==> src/rtl/ram_arbiter.sv <==
// Purpose: round-robin arbiter sharing one single-port data RAM between two requesters.
// Latency: grants are combinational; read data returns RD_LAT+1 cycles after the grant.
// Backpressure: a requester is stalled by holding gntN low and must keep its fields stable.
//
// Ports:
//   i_clk, i_rst                      clock and synchronous active-high reset
//   i_req0/i_we0/i_addr0/i_wdata0     port 0 (core load/store) request fields
//   o_gnt0, o_rvalid0, o_rdata0       port 0 grant and read return
//   i_req1/i_we1/i_addr1/i_wdata1     port 1 (loader/debug) request fields
//   i_lock1                           port 1 burst lock, sampled with i_req1
//   o_gnt1, o_rvalid1, o_rdata1       port 1 grant and read return
//   o_ram_addr/o_ram_wdata/o_ram_we   registered RAM command
//   i_ram_rdata                       RAM read data, valid RD_LAT cycles after the address
module ram_arbiter #(
  parameter int unsigned ADDR_WIDTH = 20,
  parameter int unsigned DATA_WIDTH = 32,
  parameter int unsigned RD_LAT     = 1,
  parameter int unsigned MAX_LOCK   = 8
) (
  input  logic                  i_clk,
  input  logic                  i_rst,
  input  logic                  i_req0,
  input  logic                  i_we0,
  input  logic [ADDR_WIDTH-1:0] i_addr0,
  input  logic [DATA_WIDTH-1:0] i_wdata0,
  output logic                  o_gnt0,
  output logic                  o_rvalid0,
  output logic [DATA_WIDTH-1:0] o_rdata0,
  input  logic                  i_req1,
  input  logic                  i_we1,
  input  logic [ADDR_WIDTH-1:0] i_addr1,
  input  logic [DATA_WIDTH-1:0] i_wdata1,
  input  logic                  i_lock1,
  output logic                  o_gnt1,
  output logic                  o_rvalid1,
  output logic [DATA_WIDTH-1:0] o_rdata1,
  output logic [ADDR_WIDTH-1:0] o_ram_addr,
  output logic [DATA_WIDTH-1:0] o_ram_wdata,
  output logic                  o_ram_we,
  input  logic [DATA_WIDTH-1:0] i_ram_rdata
);

  localparam int unsigned CNT_W = $clog2(MAX_LOCK + 1);
  localparam logic [CNT_W-1:0] LOCK_MAX = CNT_W'(MAX_LOCK);
  localparam logic [CNT_W-1:0] LOCK_ONE = CNT_W'(1);

  typedef enum logic {
    ST_RR     = 1'b0,
    ST_LOCKED = 1'b1
  } state_e;

  // ---------------------------------------------------------------------------
  // Arbitration state
  // ---------------------------------------------------------------------------
  state_e           state_q, state_d;
  logic             last_gnt_q, last_gnt_d;   // 0: port 0 granted last, 1: port 1
  logic [CNT_W-1:0] lock_cnt_q, lock_cnt_d;   // port-1 grants since the last port-0 slot

  logic             gnt0;
  logic             gnt1;

  // ---------------------------------------------------------------------------
  // RAM command registers and read-ownership tag pipeline
  // ---------------------------------------------------------------------------
  logic [ADDR_WIDTH-1:0] ram_addr_q, ram_addr_d;
  logic [DATA_WIDTH-1:0] ram_wdata_q, ram_wdata_d;
  logic                  ram_we_q, ram_we_d;

  // Stage 0 lines up with the registered RAM address; stage RD_LAT lines up
  // with i_ram_rdata for that access.
  logic [RD_LAT:0]       tag_vld_q, tag_vld_d;
  logic [RD_LAT:0]       tag_own_q, tag_own_d;

  logic                  rd_issue;
  logic                  rd_owner;

  // ---------------------------------------------------------------------------
  // Next-state / grant logic
  // ---------------------------------------------------------------------------
  always_comb begin
    state_d    = state_q;
    last_gnt_d = last_gnt_q;
    lock_cnt_d = lock_cnt_q;
    gnt0       = 1'b0;
    gnt1       = 1'b0;

    // Grants are forced low while reset is asserted.
    if (!i_rst) begin
      unique case (state_q)
        ST_RR: begin
          if (i_req0 && i_req1) begin
            // Contention: the port that did not win last time goes first.
            if (last_gnt_q) begin
              gnt0 = 1'b1;
            end else begin
              gnt1 = 1'b1;
            end
          end else begin
            gnt0 = i_req0;
            gnt1 = i_req1;
          end
          if (gnt1 && i_lock1) begin
            state_d    = ST_LOCKED;
            lock_cnt_d = LOCK_ONE;
          end
        end

        ST_LOCKED: begin
          if (i_req1 && i_lock1) begin
            if (i_req0 && (lock_cnt_q == LOCK_MAX)) begin
              // Starvation relief: one slot for port 0, burst continues after.
              gnt0       = 1'b1;
              lock_cnt_d = '0;
            end else begin
              gnt1 = 1'b1;
              // Saturate so an uncontended long burst never wraps the count.
              if (lock_cnt_q != LOCK_MAX) begin
                lock_cnt_d = lock_cnt_q + LOCK_ONE;
              end
            end
          end else begin
            // Lock released: leave in the same cycle, port 0 first.
            state_d    = ST_RR;
            lock_cnt_d = '0;
            gnt0       = i_req0;
            gnt1       = i_req1 && !i_req0;
          end
        end

        default: begin
          state_d    = ST_RR;
          lock_cnt_d = '0;
        end
      endcase

      if (gnt0) begin
        last_gnt_d = 1'b0;
      end else if (gnt1) begin
        last_gnt_d = 1'b1;
      end
    end
  end

  always_ff @(posedge i_clk) begin
    if (i_rst) begin
      state_q    <= ST_RR;
      last_gnt_q <= 1'b1;
      lock_cnt_q <= '0;
    end else begin
      state_q    <= state_d;
      last_gnt_q <= last_gnt_d;
      lock_cnt_q <= lock_cnt_d;
    end
  end

  // ---------------------------------------------------------------------------
  // Issue path: winner's fields are captured on the accepting edge
  // ---------------------------------------------------------------------------
  always_comb begin
    ram_addr_d  = ram_addr_q;
    ram_wdata_d = ram_wdata_q;
    ram_we_d    = 1'b0;
    rd_issue    = 1'b0;
    rd_owner    = 1'b0;

    if (gnt0) begin
      ram_addr_d  = i_addr0;
      ram_wdata_d = i_wdata0;
      ram_we_d    = i_we0;
      rd_issue    = !i_we0;
      rd_owner    = 1'b0;
    end else if (gnt1) begin
      ram_addr_d  = i_addr1;
      ram_wdata_d = i_wdata1;
      ram_we_d    = i_we1;
      rd_issue    = !i_we1;
      rd_owner    = 1'b1;
    end

    tag_vld_d = {tag_vld_q[RD_LAT-1:0], rd_issue};
    tag_own_d = {tag_own_q[RD_LAT-1:0], rd_owner};
  end

  always_ff @(posedge i_clk) begin
    if (i_rst) begin
      ram_addr_q  <= '0;
      ram_wdata_q <= '0;
      ram_we_q    <= 1'b0;
      tag_vld_q   <= '0;
      tag_own_q   <= '0;
    end else begin
      ram_addr_q  <= ram_addr_d;
      ram_wdata_q <= ram_wdata_d;
      ram_we_q    <= ram_we_d;
      tag_vld_q   <= tag_vld_d;
      tag_own_q   <= tag_own_d;
    end
  end

  // ---------------------------------------------------------------------------
  // Outputs
  // ---------------------------------------------------------------------------
  assign o_gnt0      = gnt0;
  assign o_gnt1      = gnt1;
  assign o_ram_addr  = ram_addr_q;
  assign o_ram_wdata = ram_wdata_q;
  assign o_ram_we    = ram_we_q;

  // Returns landing in a reset cycle belong to dropped accesses.
  assign o_rvalid0   = tag_vld_q[RD_LAT] && !tag_own_q[RD_LAT] && !i_rst;
  assign o_rvalid1   = tag_vld_q[RD_LAT] &&  tag_own_q[RD_LAT] && !i_rst;

  // Read data is steered unconditionally; rvalid qualifies it.
  assign o_rdata0    = i_ram_rdata;
  assign o_rdata1    = i_ram_rdata;

endmodule

==> config.mk <==
export PLATFORM = sky130hd
export DESIGN_NAME = ram_arbiter
export DESIGN_NICKNAME = d
export VERILOG_FILES = /design/src/rtl/ram_arbiter.sv
export SDC_FILE = /design/constraint.sdc
export NUM_CORES = 1
export LEC_CHECK = 0
export CORE_AREA = 2 2 114 116
export CTS_CLUSTER_DIAMETER = 150
export CTS_CLUSTER_SIZE = 28
export DETAILED_ROUTE_END_ITERATION = 10
export DIE_AREA = 0 0 116 118
export PLACE_DENSITY = 0.69
export REMOVE_ABC_BUFFERS = 1
export SETUP_SLACK_MARGIN = 0.2
export SLEW_MARGIN = 20
export SYNTH_ARGS = -nofsm -noshare
export SYNTH_HDL_FRONTEND = slang
export SYNTH_SLANG_ARGS = --single-unit
==> constraint.sdc <==
create_clock -name i_clk -period 2.31 [get_ports i_clk]
set_input_delay 0.462 -clock i_clk [delete_from_list [all_inputs] [get_ports i_clk]]
set_output_delay 0.462 -clock i_clk [all_outputs]
set_load 0.01 [all_outputs]
==> summary.md <==
| Metric | Value |
|---|---|
| Clock transition at the registers of the reported paths | `0.05 ns` |
| Core Util, Final | `0.436` |
| Worst-case clock buffer depth | `2` |
| Sequential cell area fraction in the yosys report | `0.344` |
| Die height | `118 µm` |
| Pin count of the biggest net entering global routing | `35` |
| CTS Root Cell | `clkbuf_16` |
| Setup TNS Final | `0 ns` |
| Starting Density | `0.296` |
| Die width | `116 µm` |
| Die ar. | `0.0137 mm²` |
| CP max-delay cell | `dfxtp_2` |
| Vias | `3357` |
| Max VDD drop | `about 0.00039 V` |
| Maxcap violations | `0` |
| Overall routed net length | `14.7 mm` |
| Final ANT Viol Nets | `0` |
| RSZ-0062 raised after global routing | `false` |
| TritonCTS clock tree | `done` |
| Yosys warning count | `0` |
| 1st-pass router iterations | `4` |
| Port bufs | `167` |
| DRC | `0` |
| Worst Max-Slew Pin Slew | `0.518 ns` |
| Nets | `663` |
| Post-synthesis cell type count | `34` |
| Worst setup path class | `flip-flop to primary output` |
| Total track usage | `0.208` |
| Syn avg cell area | `8.82 µm²` |
| WP data arrival | `1.59 ns` |
| Area Growth Syn to Fin | `47.6%` |
| Leakage power | `2.00 nW` |
| Total core area | `0.0124 mm²` |
| Worst path bufs/invs | `2` |
| WL/cell | `21.1 µm` |
| Crit-path cells | `inv_2 -> ha_1 -> and3b_2 -> o221ai_2 -> nand2_1 -> nor2_1 -> buf_2` |
| Final setup viols | `0` |
| Most frequent cells in the layout | `clkdlybuf4s50_1, dfxtp_1, nor2_1` |
| Gpl congestion | `0.882` |
| Htree depth | `3` |
| Synth Instances | `about 420` |
| Gr ovfl total | `0` |
| Final max-slew violation count | `0` |
| DP HPWL | `11.7 mm` |
| Req. time, crit path | `1.85 ns` |
| Max Freq | `0.487 GHz` |
| Synthesized cell area | `0.00367 mm²` |
| Initial antenna violation count | `0` |
| Vias in the first global route | `3399` |
| CTS sink cnt | `63` |
| Flops & latches, synth | `63` |
| Hold WC Path Type | `input pin to flip-flop` |
| Worst-path fanout max | `3` |
| Fin. Hold Viols | `0` |
| I/O pin total | `264` |
| First-pass GRT wire length | `20.7 mm` |
| Most common cell after layout, fill and taps aside | `clkdlybuf4s50_1` |
| Hold WS | `~0.45 ns` |
| DR vias/cell | `4.83` |
| Crit path largest cell delay | `0.34 ns` |
| Pwr Density | `around 630 mW/mm²` |
| Top Family by Delay on Critical Path | `simple AND/OR/NAND/NOR gates` |
| Crit. End Element | `primary output` |
| CP Launch Type | `flip-flop` |
| Power Total | `about 0.0034 W` |
| Status | `complete, no violations` |
| Initial DRC count | `140` |
| Worst-Skew Late Latency | `0.32 ns` |
| Final Cycle Share | `0.889` |
| TritonCTS Buffers | `9` |
| Worst clock skew | `approximately 0.0063 ns` |
| Share of cells above drive strength 1 | `0.245` |
| Num rows | `41` |
| # diodes | `0` |
| Fin crit period | `2.05 ns` |
| Worst rel slew slack | `0.655` |
-- worst register-to-register path: stages, from the launching register on --
cell,delay [ns]
dfxtp_2,0.34
inv_2,0.05
ha_1,0.18
and3b_2,0.24
o211ai_4,0.24
inv_6,0.05
buf_4,0.14
buf_4,0.23
a21oi_2,0.21
a211oi_2,0.09
-- cell families (layout without fill, tap and decap cells) --
group / after synthesis / after routing / share of synthesized area
flops: 63 / 63 / 0.344
compound gates: 117 / 117 / 0.302
mux: 1 / 1 / 0.00273
buf+inv: 99 / 206 / 0.192
fa+ha+maj: 2 / 2 / 0.00682
simple gates: 134 / 134 / 0.153
-- repair_timing --
action	4_1_cts	5_1_grt
pin swaps	1	3
hold buffers	0	0
gates resized for setup	13	3
buffers inserted	1	1
setup endpoints to repair	2	1
cloned	0	0
-- synth_stat cells (all sizes together) --
master / n / area (µm²)
o221ai: 1 / 8.76
inv: 5 / 23.8
or4: 2 / 15.0
nor2: 59 / 221
nand4b: 1 / 8.76
nand3: 1 / 5.00
mux2i: 1 / 10.0
and2: 2 / 12.5
nor2b: 3 / 18.8
or2: 2 / 12.5
nand2: 57 / 214
a211oi: 52 / 601
and3b: 2 / 17.5
buf: 81 / 631
o31ai: 1 / 7.51
o21bai: 1 / 7.51
ha: 2 / 25.0
a221oi: 1 / 8.76
nor3: 1 / 5.00
clkbuf: 13 / 50.0
a21oi: 57 / 435
o211ai: 2 / 28.8
o21ai: 2 / 10.0
or3b: 1 / 8.76
dfxtp: 63 / 1260
nor3b: 3 / 22.5
-- layer usage --
metal	global-route usage	vias to the layer above	wire, µm
li1	-	1555	-
met1	0.199	1547	4930
met2	0.321	217	6560
met3	0.152	36	2480
met4	0.109	2	628
met5	0.0510	-	85
-- stage by stage --
step | cells | instance area [µm²] | setup WS [ns]
floorplan | 322 | 2990 | -0.266
global placement | 677 | 5090 | -0.208
detailed placement | 677 | 5090 | -0.208
CTS | 694 | 5400 | 0.195
global route | 695 | 5420 | 0.206
finish | 695 | 5420 | 0.256
-- worst paths after layout --
check,startpoint,end,slack [ns],cells past startpoint
worst max-delay path,lock_cnt_q[0]$_SDFFE_PP0P_,o_gnt1,0.26,7
worst min-delay path,i_rst,o_ram_wdata[13]$_SDFFE_PP0P_,0.45,2
worst max register to register,lock_cnt_q[0]$_SDFFE_PP0P_,o_ram_wdata[31]$_SDFFE_PP0P_,0.42,9
worst min register to register,tag_vld_q[0]$_SDFF_PP0_,tag_vld_q[1]$_SDFF_PP0_,0.46,1
-- where the power goes --
part           total, W  switching (W)  leakage [nW]  internal, W
Clock           0.00142       0.000475         0.151     0.000942
Sequential      0.00121      0.0000431         0.522      0.00117
Combinational  0.000803       0.000357          1.33     0.000446
Total           0.00343       0.000876          2.00      0.00256
-- sequential cells by signal, summed over array words and instances, names as in the netlist --
register / count
o_ram_we: 1
o_ram_addr: 20
tag_own_q: 2
o_ram_wdata: 32
last_gnt_q: 1
state_q: 1
lock_cnt_q: 4
tag_vld_q: 2
-- layout make-up --
type,count,area (µm²)
clock buffer,12,236
timing repair buffer,185,1880
clock inverter,4,70.1
tap,172,215
sequential,63,1260
multi-input combinational,254,1730
inverter,5,23.8
fill,1213,7000
No activity file was read; power rests on OpenSTA's default activity.
